## src/rtl/mul_seq_ctrl_if.sv

```systemverilog
// Handshake and operand bundle between the CPU control path and the
// iterative multiply sequencer. The CPU side is the master, the sequencer
// is the slave.
interface mul_seq_ctrl_if #(
   parameter int WIDTH = 32
);
   logic             start_i;
   logic [3:0]       alu_ctrl_i;
   logic [WIDTH-1:0] src1_i;
   logic [WIDTH-1:0] src2_i;
   logic             busy_o;
   logic             stall_o;
   logic             done_o;
   logic [WIDTH-1:0] result_o;

   modport master (
      output start_i, alu_ctrl_i, src1_i, src2_i,
      input  busy_o, stall_o, done_o, result_o
   );

   modport slave (
      input  start_i, alu_ctrl_i, src1_i, src2_i,
      output busy_o, stall_o, done_o, result_o
   );
endinterface

```

## src/rtl/mul_seq_ctrl.sv

```systemverilog
// Iterative shift-add MUL sequencer (ALU control 4'b0011).
// Produces one partial product per clock and stalls the CPU while it runs,
// then presents the low WIDTH bits of src1*src2 for one write-back cycle.
// Optional macro MUL_EARLY_TERM_EN: leave BUSY as soon as the remaining
// multiplier is zero.
//
// state | meaning
// ------+------------------------------------------------------------
// IDLE  | waiting for start_i with alu_ctrl_i == MUL; operands loaded on go
// BUSY  | one shift-add step per edge; exits after WIDTH steps
// DONE  | one cycle, result_o valid for write-back, stall released
module mul_seq_ctrl #(
   parameter int WIDTH = 32,
   parameter int CNT_W = 6
) (
   input  logic               clk_i,
   input  logic               rst_i,
   mul_seq_ctrl_if.slave      bus
);

   localparam logic [3:0]       ALU_MUL  = 4'b0011;
   localparam logic [CNT_W-1:0] CNT_LAST = CNT_W'(WIDTH - 1);

   typedef enum logic [1:0] {
      IDLE = 2'b00,
      BUSY = 2'b01,
      DONE = 2'b10
   } state_t;

   state_t           state;
   logic [CNT_W-1:0] cnt;
   logic [WIDTH-1:0] acc;
   logic [WIDTH-1:0] mcand;
   logic [WIDTH-1:0] mplr;
   logic             busy_r;
   logic             done_r;
   logic             go;

   // A run is requested only by a valid instruction carrying the MUL code.
   assign go = bus.start_i && (bus.alu_ctrl_i == ALU_MUL);

   // Sequencer state, datapath registers and registered status flags.
   always_ff @(posedge clk_i or posedge rst_i) begin
      if (rst_i) begin
         state  <= IDLE;
         cnt    <= '0;
         acc    <= '0;
         mcand  <= '0;
         mplr   <= '0;
         busy_r <= 1'b0;
         done_r <= 1'b0;
      end else begin
         case (state)
            IDLE: begin
               done_r <= 1'b0;
               if (go) begin
                  mcand  <= bus.src1_i;
                  mplr   <= bus.src2_i;
                  acc    <= '0;
                  cnt    <= '0;
                  state  <= BUSY;
                  busy_r <= 1'b1;
               end
            end
            BUSY: begin
`ifdef MUL_EARLY_TERM_EN
               if (mplr == '0) begin
                  state  <= DONE;
                  busy_r <= 1'b0;
                  done_r <= 1'b1;
               end else
`endif
               begin
                  if (mplr[0]) begin
                     acc <= acc + mcand;
                  end
                  mcand <= {mcand[WIDTH-2:0], 1'b0};
                  mplr  <= {1'b0, mplr[WIDTH-1:1]};
                  cnt   <= cnt + CNT_W'(1);
                  if (cnt == CNT_LAST) begin
                     state  <= DONE;
                     busy_r <= 1'b0;
                     done_r <= 1'b1;
                  end
               end
            end
            DONE: begin
               // A go seen here is dropped; the CPU re-issues once stall falls.
               state  <= IDLE;
               done_r <= 1'b0;
            end
            default: begin
               state  <= IDLE;
               busy_r <= 1'b0;
               done_r <= 1'b0;
            end
         endcase
      end
   end

   // Stall covers the issue cycle combinationally so the PC never advances
   // past the MUL; it drops in DONE so the write-back can proceed.
   assign bus.stall_o  = ((state == IDLE) && go) || (state == BUSY);
   assign bus.busy_o   = busy_r;
   assign bus.done_o   = done_r;
   assign bus.result_o = acc;

endmodule

```

## src/flat_wrapper.sv

```systemverilog
// flat-port wrapper written by rule: the top's interface ports become plain ports
module mul_seq_ctrl_flat 
#(
   parameter int WIDTH = 32,
   parameter int CNT_W = 6
)
  (clk_i, rst_i, bus_start_i, bus_alu_ctrl_i, bus_src1_i, bus_src2_i, bus_busy_o, bus_stall_o, bus_done_o, bus_result_o);
  mul_seq_ctrl_if #(.WIDTH(WIDTH)) bus_i ();
  input  logic clk_i;
  input  logic rst_i;
  input wire logic [$bits(bus_i.start_i)-1:0] bus_start_i;
  input wire logic [$bits(bus_i.alu_ctrl_i)-1:0] bus_alu_ctrl_i;
  input wire logic [$bits(bus_i.src1_i)-1:0] bus_src1_i;
  input wire logic [$bits(bus_i.src2_i)-1:0] bus_src2_i;
  output wire logic [$bits(bus_i.busy_o)-1:0] bus_busy_o;
  output wire logic [$bits(bus_i.stall_o)-1:0] bus_stall_o;
  output wire logic [$bits(bus_i.done_o)-1:0] bus_done_o;
  output wire logic [$bits(bus_i.result_o)-1:0] bus_result_o;
  assign bus_i.start_i = bus_start_i;
  assign bus_i.alu_ctrl_i = bus_alu_ctrl_i;
  assign bus_i.src1_i = bus_src1_i;
  assign bus_i.src2_i = bus_src2_i;
  assign bus_busy_o = bus_i.busy_o;
  assign bus_stall_o = bus_i.stall_o;
  assign bus_done_o = bus_i.done_o;
  assign bus_result_o = bus_i.result_o;
  mul_seq_ctrl #(.WIDTH(WIDTH), .CNT_W(CNT_W)) u_core (.clk_i(clk_i), .rst_i(rst_i), .bus(bus_i));
endmodule
```

## config.mk

```make
export PLATFORM = sky130hd
export DESIGN_NAME = mul_seq_ctrl_flat
export DESIGN_NICKNAME = d
export VERILOG_FILES = /design/src/rtl/mul_seq_ctrl_if.sv /design/src/rtl/mul_seq_ctrl.sv /design/src/flat_wrapper.sv
export SDC_FILE = /design/constraint.sdc
export NUM_CORES = 1
export LEC_CHECK = 0
export CAP_MARGIN = 20
export CORE_UTILIZATION = 54
export CTS_CLUSTER_SIZE = 25
export DETAILED_ROUTE_END_ITERATION = 16
export PLACE_DENSITY = 0.85
export REMOVE_ABC_BUFFERS = 1
export SLEW_MARGIN = 20
export SYNTH_ARGS = -nofsm -noshare
export SYNTH_HDL_FRONTEND = slang
export SYNTH_SLANG_ARGS = --single-unit
```

## constraint.sdc

```tcl
create_clock -name clk_i -period 4.3 [get_ports clk_i]
set_input_delay 0.86 -clock clk_i [delete_from_list [all_inputs] [get_ports clk_i]]
set_output_delay 0.86 -clock clk_i [all_outputs]
set_load 0.005 [all_outputs]
```

Word-level counts from Yosys, hierarchy flattened. Cells that the tools add are included.

Register bits: 106. Input bits: 71. Output and inout port bits: 35. Logic and storage cells: 43.

Add/subtract/negate cells: 2. Eq/ne operators: 7. Mux-type cells: 17. Bitwise operators: 1. Reduce and logical (&&, ||, !) cells: 9.

Operators with widths (count): case mux 32 bit (2 select lines) (3); 2-to-1 mux 32 bit (4); adder 32 bit (1); case mux 6 bit (2 select lines) (1); adder 6 x 1 -> 6 bit, second input constant (1); == test 6 x 5 -> 1 bit, second input constant (1); 2-to-1 mux 6 bit (1); != test 2 x 1 -> 1 bit, second input constant (3); AND reduction 3 bit (2); == test 4 x 2 -> 1 bit, second input constant (1); 2-to-1 mux 1 bit (4); 2-to-1 mux 2 bit (2); case mux 2 bit (2 select lines) (1); AND reduction 2 bit (2); case mux 1 bit (3 select lines) (1); == test 2 x 1 -> 1 bit, second input constant (1); == test 2 bit, second input constant (1); logical AND 1 bit (2); zero test 2 bit (1); nonzero test 2 bit (1); logical OR 1 bit (1); NOT 1 bit (1).

Depth between registers and ports, before layout. Gate-level depths: netlist of the first run.

Depth after elaboration: 4. Mapped depth: 12. Mapped depth without buffers: 12.

Least setup slack after synthesis of the first run. Ideal clock, no wire load.

Kind: input -> output. Start: in bus_alu_ctrl_i[3]. End: out bus_stall_o. Arrival time: 1.618 ns. Required time: 3.440 ns. Slack: 1.822 ns. Stages: 5. Path buffers: 1. Cells stage by stage: nor4b_1 -> and3_1 -> clkbuf_1 -> nor2_1 -> inv_1.

Longest elaborated chain between the ends: 4.

RTL lines: start: declaration (RTL line flat_wrapper.sv:12) `input wire logic [$bits(bus_i.alu_ctrl_i)-1:0] bus_alu_ctrl_i;`; == test 4 x 2 -> 1 bit (RTL line mul_seq_ctrl.sv:40) `assign go = bus.start_i && (bus.alu_ctrl_i == ALU_MUL);`; logical AND 1 bit (RTL line mul_seq_ctrl.sv:40); logical AND 1 bit (RTL line mul_seq_ctrl.sv:103) `assign bus.stall_o = ((state == IDLE) && go) || (state == BUSY);`; logical OR 1 bit (RTL line mul_seq_ctrl.sv:103); end: declaration (RTL line flat_wrapper.sv:16) `output wire logic [$bits(bus_i.stall_o)-1:0] bus_stall_o;`.

No other way between the ends.

Final worst setup path of the first run. Same ends and word-level chain as after synthesis.

==> flow_summary.json, run 1 <==
{
  "hpwl_after_detailed_placement_mm": 9.50,
  "drt_pass1_iterations": 5,
  "switching_power_mw": 1.49,
  "final.min_clock_period_ps": 3420,
  "comb_power_share_pct": 40.5,
  "maxCapViolations": 0,
  "crit-reg2reg-capture": "u_core.bus.result_o[20]",
  "worstSkewPairLatency_ps": 360,
  "syn_area_mm2": 0.00620,
  "hold_crit_path_type": "flip-flop to flip-flop",
  "rows": 38,
  "ff2ff_setup_slack_ps": 1600,
  "dr_total_vias": 5054,
  "p_int_mw": 2.49,
  "tns_ps": 0,
  "ys_seq_elements": 106,
  "syn2layout_area_growth_pct": 22.7,
  "skew_ps": 6.60,
  "path_type_of_the_worst_setup_path": "primary input to output pin",
  "setup-violations-final": 0,
  "finish.instance_area_mm2": 0.00761,
  "cells_along_the_critical_path": "clkdlybuf4s50_1 > nor4b_1 > and3_4 > nor2_1 > inv_1 > clkdlybuf4s50_1",
  "final.period_utilization_pct": 79.4,
  "cp_data_arrival_time_ps": 2560,
  "clk_path_buf_depth": 2,
  "fill_cells": 864,
  "vdd_ir_drop_max_v": 0.000449,
  "grt_first_pass_wirelength_mm": 23.2,
  "ant_nets": 0,
  "postSynth.asyncResetShare_pct": 100,
  "top_delay_family_on_crit_path": "buffers and inverters",
  "rsz0062_at_grt": "no",
  "finalWorstSetupSlack_ps": 885,
  "finalPower_mw": 3.98,
  "cts-htree-levels": 3,
  "number_of_design_rule_violations_left_after_detail_routing": 0,
  "numClockSinks": 106,
  "num_antenna_cells": 0,
  "path_buf_inv": 3,
  "highest_clock_rate_mhz": 293,
  "max_slew_margin_pct": 27.2,
  "ctsRootBufferMaster": "clkbuf_16",
  "synth_edf_count": 0,
  "multiInputGateArea_mm2": 0.00331,
  "first_global_vias": 4887,
  "layout.cells.most_common_list": "nand2_1 (115), dfrtp_1 (106), clkdlybuf4s50_1 (105)",
  "adder_and_majority_gate_portion_of_the_synthesized_area_pct": 6.78,
  "min_from": "u_core.mplr[4]",
  "crit_path_end_kind": "output pin",
  "run_status": "complete, no violations",
  "dieArea_mm2": 0.0119,
  "share_clk_of_total_power_pct": 20.7,
  "cts_tree": "built",
  "synth_top_family_by_area": "compound AO/OA/AOI/OAI gates",
  "floorplan.io_pins": 106,
  "synth_seq_area_share_pct": 42.8,
  "synth_compound_area_share_pct": 18.9,
  "cpMaxStageDelayCell": "clkdlybuf4s50_1",
  "initial_core_util_pct": 56.2,
  "grt_busiest_layer": "met2",
  "yosys-mux-area-fraction_pct": 10.8,
  "postSynthCellCount": 656,
  "final_layout_size_suffix_gt1_share_pct": 5.49,
  "sequentialPowerShare_pct": 38.8,
  "power.switching_fraction_pct": 37.4,
  "cts.repair_timing.setup_buffer_count": 0,
  "antenna_found_initial": 0,
  "cts.clk_slew.worst_paths_ps": 70,
  "crit_fanout": 6,
  "cts_resized": 0,
  "worstHoldEndpoint": "u_core.mplr[3]",
  "sequential_cell_area_mm2": 0.00265,
  "crit_path_start_kind": "primary input",
  "crit_start": "bus_alu_ctrl_i[3]",
  "post_synth_and_or_nand_nor_area_fraction_pct": 12.9,
  "global_route.usage.total_pct": 25.0,
  "worst_slew_pin_slew_ps": 1090,
  "layout.core_utilization_pct": 69.0,
  "most_common_cell_after_layout_fill_and_taps_aside": "nand2_1",
  "synth.distinct_cells": 62,
  "dieHeight_um": 109,
  "launch_instance_of_the_worst_register_to_register_path": "u_core.bus.result_o[0]",
  "detailedRoute.firstIterationViolations": 289,
  "worst_r2r_path_depth": 12,
  "grt_use_met2_pct": 38.7,
  "number_of_port_buffers": 105,
  "synth_top_flop_cell": "dfrtp_1",
  "post_synth_xor_area_fraction_pct": 3.81,
  "gr-total-overflow": 0,
  "maximum_number_of_pins_on_one_net_before_global_route_repair": 133,
  "floorplan.core_area_mm2": 0.0110,
  "endpoints_failing_hold": 0,
  "die-width_um": 109,
  "synth.avg_cell_area_um2": 9.45,
  "place_congestion": 0.862,
  "met1_usage_pct": 32.5,
  "vias_per_cell": 5.70,
  "synth.yosys.warnings": 0,
  "power-per-cell-area_mw_per_mm2": 523,
  "placed_cell_area_mm2": 0.00730,
  "cts-hold-fix-buffers": 0,
  "worst-endpoint-required_ps": 3440,
  "slew_violations": 0,
  "cp_common_cell": "clkdlybuf4s50_1",
  "cts-buffers-inserted": 9,
  "wl_per_cell_um": 15.4,
  "power_leakage_nw": 3.20,
  "finalWirelength_mm": 13.7,
  "hold-path-cell-count": 2,
  "nets_finish": 846,
  "preCtsSetupSlack_ps": 890,
  "longest_individual_stage_delay_on_the_worst_path_ps": 510,
  "globalRouteMet3Util_pct": 7.47
}
-- how the worst max path moves through the flow --
| stage | slack, ps | cells after the start | endpoint |
|---|---|---|---|
| final | 880 | 6 | bus_stall_o |
| after global placement | 1000 | 6 | bus_stall_o |
| after CTS | 870 | 6 | bus_stall_o |
| after global routing | 740 | 6 | bus_stall_o |
| after detailed placement | 890 | 6 | bus_stall_o |
| after floorplan | -1860 | 5 | u_core.bus.result_o[25] |
-- sequential cells by signal, indices dropped and copies added (netlist names) --
register	count
u_core.mcand	32
u_core.bus.busy_o	1
u_core.cnt	6
u_core.bus.result_o	32
u_core.mplr	32
u_core.bus.done_o	1
u_core.state	2
-- stage by stage --
| step | instances | hold WS [ps] |
|---|---|---|
| floorplan | 621 | 449 |
| global placement | 871 | 461 |
| detailed placement | 871 | 469 |
| CTS | 887 | 486 |
| global route | 887 | 496 |
| finish | 887 | 483 |
-- worst reg2reg max path, delay by kind of cell, from the launching register on --
kind            cells  cell delay (ps)
flops               1              380
compound gates      6             1070
xor+xnor            1              180
fa+ha+maj           2              570
buf+inv             1               60
simple gates        2              390
-- power by group through the flow --
stage / sequential (mW) / clock, mW / combinational, mW
3_5_place_dp: 1.56 / 0 / 1.59
2_1_floorplan: 1.50 / 0 / 1.06
6_report: 1.54 / 0.824 / 1.61
5_1_grt: 1.59 / 0.880 / 1.81
4_1_cts: 1.54 / 0.846 / 1.61
3_3_place_gp: 1.54 / 0 / 1.53
-- final cells by class --
type	count	share of cell area, %
flip-flops and latches	106	34.9
clock buffers	13	3.68
clock inverters	3	0.280
inverters	16	0.822
well taps	140	2.30
multi-input cells	499	43.5
repair buffers	110	14.5
-- Yosys cell counts (2+ instances only) --
library cell | number | area share (%)
a21o_1 | 15 | 1.8
a31oi_1 | 5 | 0.50
a31o_1 | 2 | 0.28
clkbuf_1 | 18 | 1.1
a22o_1 | 3 | 0.42
nand3_1 | 7 | 0.56
inv_1 | 16 | 0.97
o21ai_1 | 8 | 0.65
o21bai_1 | 6 | 0.73
a2bb2oi_1 | 2 | 0.28
nand3b_1 | 2 | 0.24
nand2_1 | 115 | 7.0
nor2_1 | 21 | 1.3
buf_4 | 4 | 0.48
xnor2_1 | 15 | 2.1
a21oi_1 | 28 | 2.3
nor2b_1 | 4 | 0.40
a211oi_2 | 3 | 0.61
buf_2 | 7 | 0.56
nand4_1 | 4 | 0.40
or3_1 | 2 | 0.20
clkbuf_4 | 2 | 0.24
a221o_1 | 2 | 0.32
nand3_2 | 2 | 0.32
nor3_1 | 3 | 0.24
o21ai_2 | 3 | 0.42
o21a_1 | 3 | 0.36
o21ai_0 | 97 | 7.8
and4_1 | 2 | 0.28
o211ai_1 | 3 | 0.36
xor2_1 | 12 | 1.7
dfrtp_1 | 106 | 43
ha_1 | 32 | 6.5
buf_6 | 2 | 0.36
o22ai_1 | 2 | 0.20
mux2i_1 | 66 | 11
o31ai_1 | 2 | 0.24
and3_1 | 3 | 0.30
nand2b_1 | 4 | 0.40
-- kinds of logic after synthesis --
| logic type | count (synthesis) |
|---|---|
| simple gates | 179 |
| fa+ha+maj | 33 |
| flops | 106 |
| compound gates | 193 |
| buf+inv | 51 |
| xor+xnor | 27 |
| mux | 67 |
-- per-layer routing --
metal | share of wire, % | wire (µm)
met1 | 44 | 5990
met2 | 46 | 6250
met3 | 8.1 | 1110
met4 | 2.2 | 307
met5 | 0 | 0
No activity file was read; power rests on OpenSTA's default activity.
==> inputs of run 2 (changes only) <==
--- a/config.mk
+++ b/config.mk
@@ -6,10 +6,10 @@
 export NUM_CORES = 1
 export LEC_CHECK = 0
 export CAP_MARGIN = 20
-export CORE_UTILIZATION = 54
+export CORE_UTILIZATION = 49
 export CTS_CLUSTER_SIZE = 25
 export DETAILED_ROUTE_END_ITERATION = 16
-export PLACE_DENSITY = 0.85
+export PLACE_DENSITY = 0.82
 export REMOVE_ABC_BUFFERS = 1
 export SLEW_MARGIN = 20
 export SYNTH_ARGS = -nofsm -noshare
==> constraint.sdc (replaced) <==
create_clock -name clk_i -period 2.8 [get_ports clk_i]
set_input_delay 0.56 -clock clk_i [delete_from_list [all_inputs] [get_ports clk_i]]
set_output_delay 0.56 -clock clk_i [all_outputs]
set_load 0.005 [all_outputs]
==> flow_summary.json, run 2 (same netlist as run 1, synthesis figures left out) <==
{
  "run_status": "complete, no violations",
  "floorplan.core_area_mm2": 0.0122,
  "most_common_cell_after_layout_fill_and_taps_aside": "nand2_1",
  "skew_ps": 9.62,
  "vdd_ir_drop_max_v": 0.000439,
  "maximum_number_of_pins_on_one_net_before_global_route_repair": 132,
  "die-width_um": 114,
  "floorplan.io_pins": 106,
  "cpMaxStageDelayCell": "clkdlybuf4s50_1",
  "cts-hold-fix-buffers": 0,
  "clk_path_buf_depth": 2,
  "cts.repair_timing.setup_buffer_count": 0,
  "endpoints_failing_hold": 0,
  "syn2layout_area_growth_pct": 23.5,
  "dieArea_mm2": 0.0131,
  "first_global_vias": 5119,
  "max_slew_margin_pct": 48.2,
  "global_route.usage.total_pct": 22.3,
  "cts_tree": "built",
  "gr-total-overflow": 0,
  "cts-buffers-inserted": 9,
  "tns_ps": 0,
  "rows": 40,
  "antenna_found_initial": 0,
  "number_of_port_buffers": 105,
  "detailedRoute.firstIterationViolations": 232,
  "cp_data_arrival_time_ps": 2190,
  "hpwl_after_detailed_placement_mm": 9.86,
  "cts.clk_slew.worst_paths_ps": 70,
  "numClockSinks": 106,
  "worst_slew_pin_slew_ps": 777,
  "dr_total_vias": 5041,
  "num_antenna_cells": 0,
  "setup-violations-final": 0,
  "worst-endpoint-required_ps": 2240,
  "crit_fanout": 2,
  "highest_clock_rate_mhz": 364,
  "longest_individual_stage_delay_on_the_worst_path_ps": 510,
  "finalWirelength_mm": 13.9,
  "finalWorstSetupSlack_ps": 51.0,
  "worstSkewPairLatency_ps": 350,
  "place_congestion": 0.873,
  "grt_first_pass_wirelength_mm": 23.3,
  "crit_path_start_kind": "primary input",
  "hold_crit_path_type": "flip-flop to flip-flop",
  "ctsRootBufferMaster": "clkbuf_16",
  "drt_pass1_iterations": 5,
  "layout.cells.most_common_list": "nand2_1 (115), dfrtp_1 (106), clkdlybuf4s50_1 (105)",
  "power_leakage_nw": 3.21,
  "power-per-cell-area_mw_per_mm2": 788,
  "ant_nets": 0,
  "preCtsSetupSlack_ps": 74.2,
  "slew_violations": 0,
  "dieHeight_um": 114,
  "initial_core_util_pct": 51.0,
  "maxCapViolations": 0,
  "crit_path_end_kind": "output pin",
  "path_type_of_the_worst_setup_path": "primary input to output pin",
  "final.min_clock_period_ps": 2750,
  "final.period_utilization_pct": 98.2,
  "cells_along_the_critical_path": "clkdlybuf4s50_1 > nor4b_1 > and3_4 > nor2_1 > inv_1 > clkdlybuf4s50_1",
  "number_of_design_rule_violations_left_after_detail_routing": 0,
  "vias_per_cell": 5.49,
  "final_layout_size_suffix_gt1_share_pct": 5.99,
  "wl_per_cell_um": 15.1,
  "cp_common_cell": "clkdlybuf4s50_1",
  "cts-htree-levels": 3,
  "nets_finish": 851
}
run 2: metrics by stage:
step	cells	util (%)	power [mW]	instance area (µm²)	hold slack [ps]
final	919	63.0	6.04	7660	484
after global routing	919	63.0	6.49	7660	509
after CTS	919	62.9	6.08	7650	488
after global placement	904	60.7	4.77	7390	459
after detailed placement	904	60.7	4.89	7390	467
after floorplan	621	-	3.93	6010	449
run 2: path summary, 6_finish.rpt:
path | start | cells after the start | slack, ps | endpoint
worst max-delay path | bus_alu_ctrl_i[3] | 6 | 50 | bus_stall_o
max in group asynchronous | rst_i | 3 | 1600 | u_core.mcand[30]
worst min register to register | u_core.bus.done_o | 1 | 480 | u_core.bus.done_o
worst max register to register | u_core.bus.result_o[0] | 12 | 140 | u_core.bus.result_o[30]
worst min-delay path | u_core.bus.done_o | 1 | 480 | u_core.bus.done_o
min in group asynchronous | rst_i | 2 | 590 | u_core.bus.result_o[23]
run 2: metal layers:
metal	up-vias	GRT usage (%)	wire, µm	share of wire, %
li1	2497	-	-	-
met1	2385	27.3	6220	45
met2	130	36.6	6390	46
met3	29	7.52	951	6.8
met4	0	8.23	331	2.4
met5	-	0	0	0
run 2: worst max-delay path, delay by kind of cell:
| family | cells | cell delay (ps) |
|---|---|---|
| buffers and inverters | 3 | 1020 |
| AND/OR/NAND/NOR | 3 | 620 |
run 2: area by class of cell:
class	instances	area, µm²
clock buffer	11	233
clock inverter	4	30.0
fill	1004	4500
inverter	16	62.6
multi-input combinational	499	3320
sequential	106	2650
tap	168	210
timing repair buffer	115	1150
run 2: repair_timing:
action | 4_1_cts | 5_1_grt
endpoints found under the hold margin | 0 | 0
endpoints found under the setup margin | 0 | 4
gates resized for setup | 0 | 2
run 2: power by group:
| part | internal [mW] | switching, mW |
|---|---|---|
| Sequential | 2.00 | 0.382 |
| Clock | 0.601 | 0.554 |
| Combinational | 1.15 | 1.36 |
| Total | 3.75 | 2.29 |
==> inputs of run 3 (changes only) <==
--- a/config.mk
+++ b/config.mk
@@ -6,6 +6,7 @@
 export NUM_CORES = 1
 export LEC_CHECK = 0
 export CAP_MARGIN = 20
+export CORE_MARGIN = 5
 export CORE_UTILIZATION = 49
 export CTS_CLUSTER_SIZE = 25
 export DETAILED_ROUTE_END_ITERATION = 16
==> flow_summary.json, run 3 (same netlist as run 1, synthesis figures left out) <==
{
  "most_common_cell_after_layout_fill_and_taps_aside": "nand2_1",
  "longest_individual_stage_delay_on_the_worst_path_ps": 430,
  "num_antenna_cells": 0,
  "initial_core_util_pct": 49.5,
  "vdd_ir_drop_max_v": 0.000390,
  "path_buf_inv": 0,
  "preCtsSetupSlack_ps": 22.6,
  "fill_cells": 1095,
  "worstSkewPairLatency_ps": 350,
  "crit_fanout": 8,
  "rsz0062_at_grt": "no",
  "hpwl_after_detailed_placement_mm": 10.5,
  "top_delay_family_on_crit_path": "compound AO/OA/AOI/OAI gates",
  "gr-total-overflow": 0,
  "layout.cells.most_common_list": "nand2_1 (115), dfrtp_1 (106), clkdlybuf4s50_1 (104)",
  "layout.core_utilization_pct": 61.5,
  "floorplan.io_pins": 106,
  "wl_per_cell_um": 15.5,
  "cp_data_arrival_time_ps": 2850,
  "numClockSinks": 106,
  "hold_crit_path_type": "flip-flop to flip-flop",
  "cells_along_the_critical_path": "ha_1 > and4_1 > a2bb2oi_1 > nand3_2 > a31oi_4 > o21ai_2 > a41oi_2 > o31a_1 > xor2_1 > o21ai_1",
  "place_congestion": 0.842,
  "finalWirelength_mm": 14.3,
  "cpMaxStageDelayCell": "ha_1",
  "vias_per_cell": 5.43,
  "finalWorstSetupSlack_ps": 188,
  "number_of_design_rule_violations_left_after_detail_routing": 0,
  "detailedRoute.firstIterationViolations": 182,
  "sequential_cell_area_mm2": 0.00265,
  "multiInputGateArea_mm2": 0.00333,
  "nets_finish": 852,
  "floorplan.core_area_mm2": 0.0125,
  "cts.clk_slew.worst_paths_ps": 70,
  "max_slew_margin_pct": 47.0,
  "slew_violations": 0,
  "die-width_um": 122,
  "dieHeight_um": 122,
  "ant_nets": 0,
  "skew_ps": 12.8,
  "clk_path_buf_depth": 2,
  "syn2layout_area_growth_pct": 24.1,
  "fin_hold_ws_ps": 484,
  "ctsRootBufferMaster": "clkbuf_16",
  "endpoints_failing_hold": 0,
  "antenna_found_initial": 0,
  "highest_clock_rate_mhz": 383,
  "number_of_port_buffers": 105,
  "final.period_utilization_pct": 93.3,
  "setup-violations-final": 0,
  "power_leakage_nw": 3.23,
  "drt_pass1_iterations": 4,
  "cts_tree": "built",
  "global_route.usage.total_pct": 20.0,
  "maxCapViolations": 0,
  "crit_path_start_kind": "flip-flop",
  "final_layout_size_suffix_gt1_share_pct": 6.37,
  "power-per-cell-area_mw_per_mm2": 789,
  "grt_first_pass_wirelength_mm": 24.1,
  "worst-endpoint-required_ps": 3040,
  "dr_total_vias": 5021,
  "first_global_vias": 5039,
  "crit_path_end_kind": "flip-flop",
  "run_status": "complete, no violations",
  "worst_slew_pin_slew_ps": 795,
  "path_type_of_the_worst_setup_path": "flip-flop to flip-flop",
  "rows": 41,
  "maximum_number_of_pins_on_one_net_before_global_route_repair": 132,
  "final.min_clock_period_ps": 2610,
  "cts-htree-levels": 3,
  "dieArea_mm2": 0.0150,
  "cts-buffers-inserted": 9
}
==> run 3: cell types whose count changed in the layout (fill, tap and decap cells not counted) <==
cell	previous run	this run
buf_4	7	8
clkdlybuf4s50_1	105	104
dlymetal6s2s_1	0	1
inv_6	0	1
nor2b_2	1	0
nor2b_4	0	1
nor4b_1	1	0
nor4b_2	0	1
==> run 3: path summary, 6_finish.rpt <==
kind | start | end | slack (ps) | cells after the start
worst max-delay path | u_core.bus.result_o[8] | u_core.bus.result_o[30] | 190 | 10
worst min-delay path | u_core.mplr[30] | u_core.mplr[29] | 480 | 2
worst max register to register | u_core.bus.result_o[8] | u_core.bus.result_o[30] | 190 | 10
worst min register to register | u_core.mplr[30] | u_core.mplr[29] | 480 | 2
max in group asynchronous | rst_i | u_core.bus.result_o[8] | 1560 | 3
min in group asynchronous | rst_i | u_core.bus.result_o[23] | 630 | 2
==> run 3: power by group <==
part           total (mW)  switching [mW]  leakage (nW)  internal (mW)
registers            2.38           0.383          1.43           2.00
logic                2.50            1.35          1.66           1.15
clock network        1.19           0.580         0.130          0.609
total                6.07            2.31          3.23           3.75
==> run 3: cell type report <==
cell class,instances,share of cell area (%)
Inverter,16,0.813
Sequential cell,106,34.5
Clock inverter,5,0.504
Multi-Input combinational cell,499,43.3
Clock buffer,11,3.02
Tap cell,172,2.80
Timing Repair Buffer,116,15.1
==> run 3: worst register-to-register path: cells and delay by family, from the launching register on <==
family	cells	cell delay, ps
simple gates	2	400
xor+xnor	1	150
compound gates	6	1120
fa+ha+maj	1	430
flops	1	400
==> run 3: timing repair <==
action                                  CTS  global route
hold buffers                              0             0
resized for setup                         0             5
setup buffers                             0             1
endpoints found under the setup margin    0             5
==> run 3: metrics by stage <==
step / cell area (µm²) / TNS, ps / power [mW] / cells
after global placement: 7390 / 0 / 4.79 / 908
after global routing: 7690 / 0 / 6.54 / 925
after detailed placement: 7390 / 0 / 4.91 / 908
after floorplan: 6010 / -280610 / 3.93 / 621
after CTS: 7660 / 0 / 6.12 / 924
final: 7690 / 0 / 6.07 / 925
==> run 3: routing by layer <==
layer | vias to the layer above | global-route usage, % | routed length [µm]
met5 | - | 0 | 0
met4 | 0 | 7.49 | 297
met2 | 113 | 33.5 | 6930
li1 | 2511 | - | -
met1 | 2370 | 24.8 | 6260
met3 | 27 | 5.48 | 856
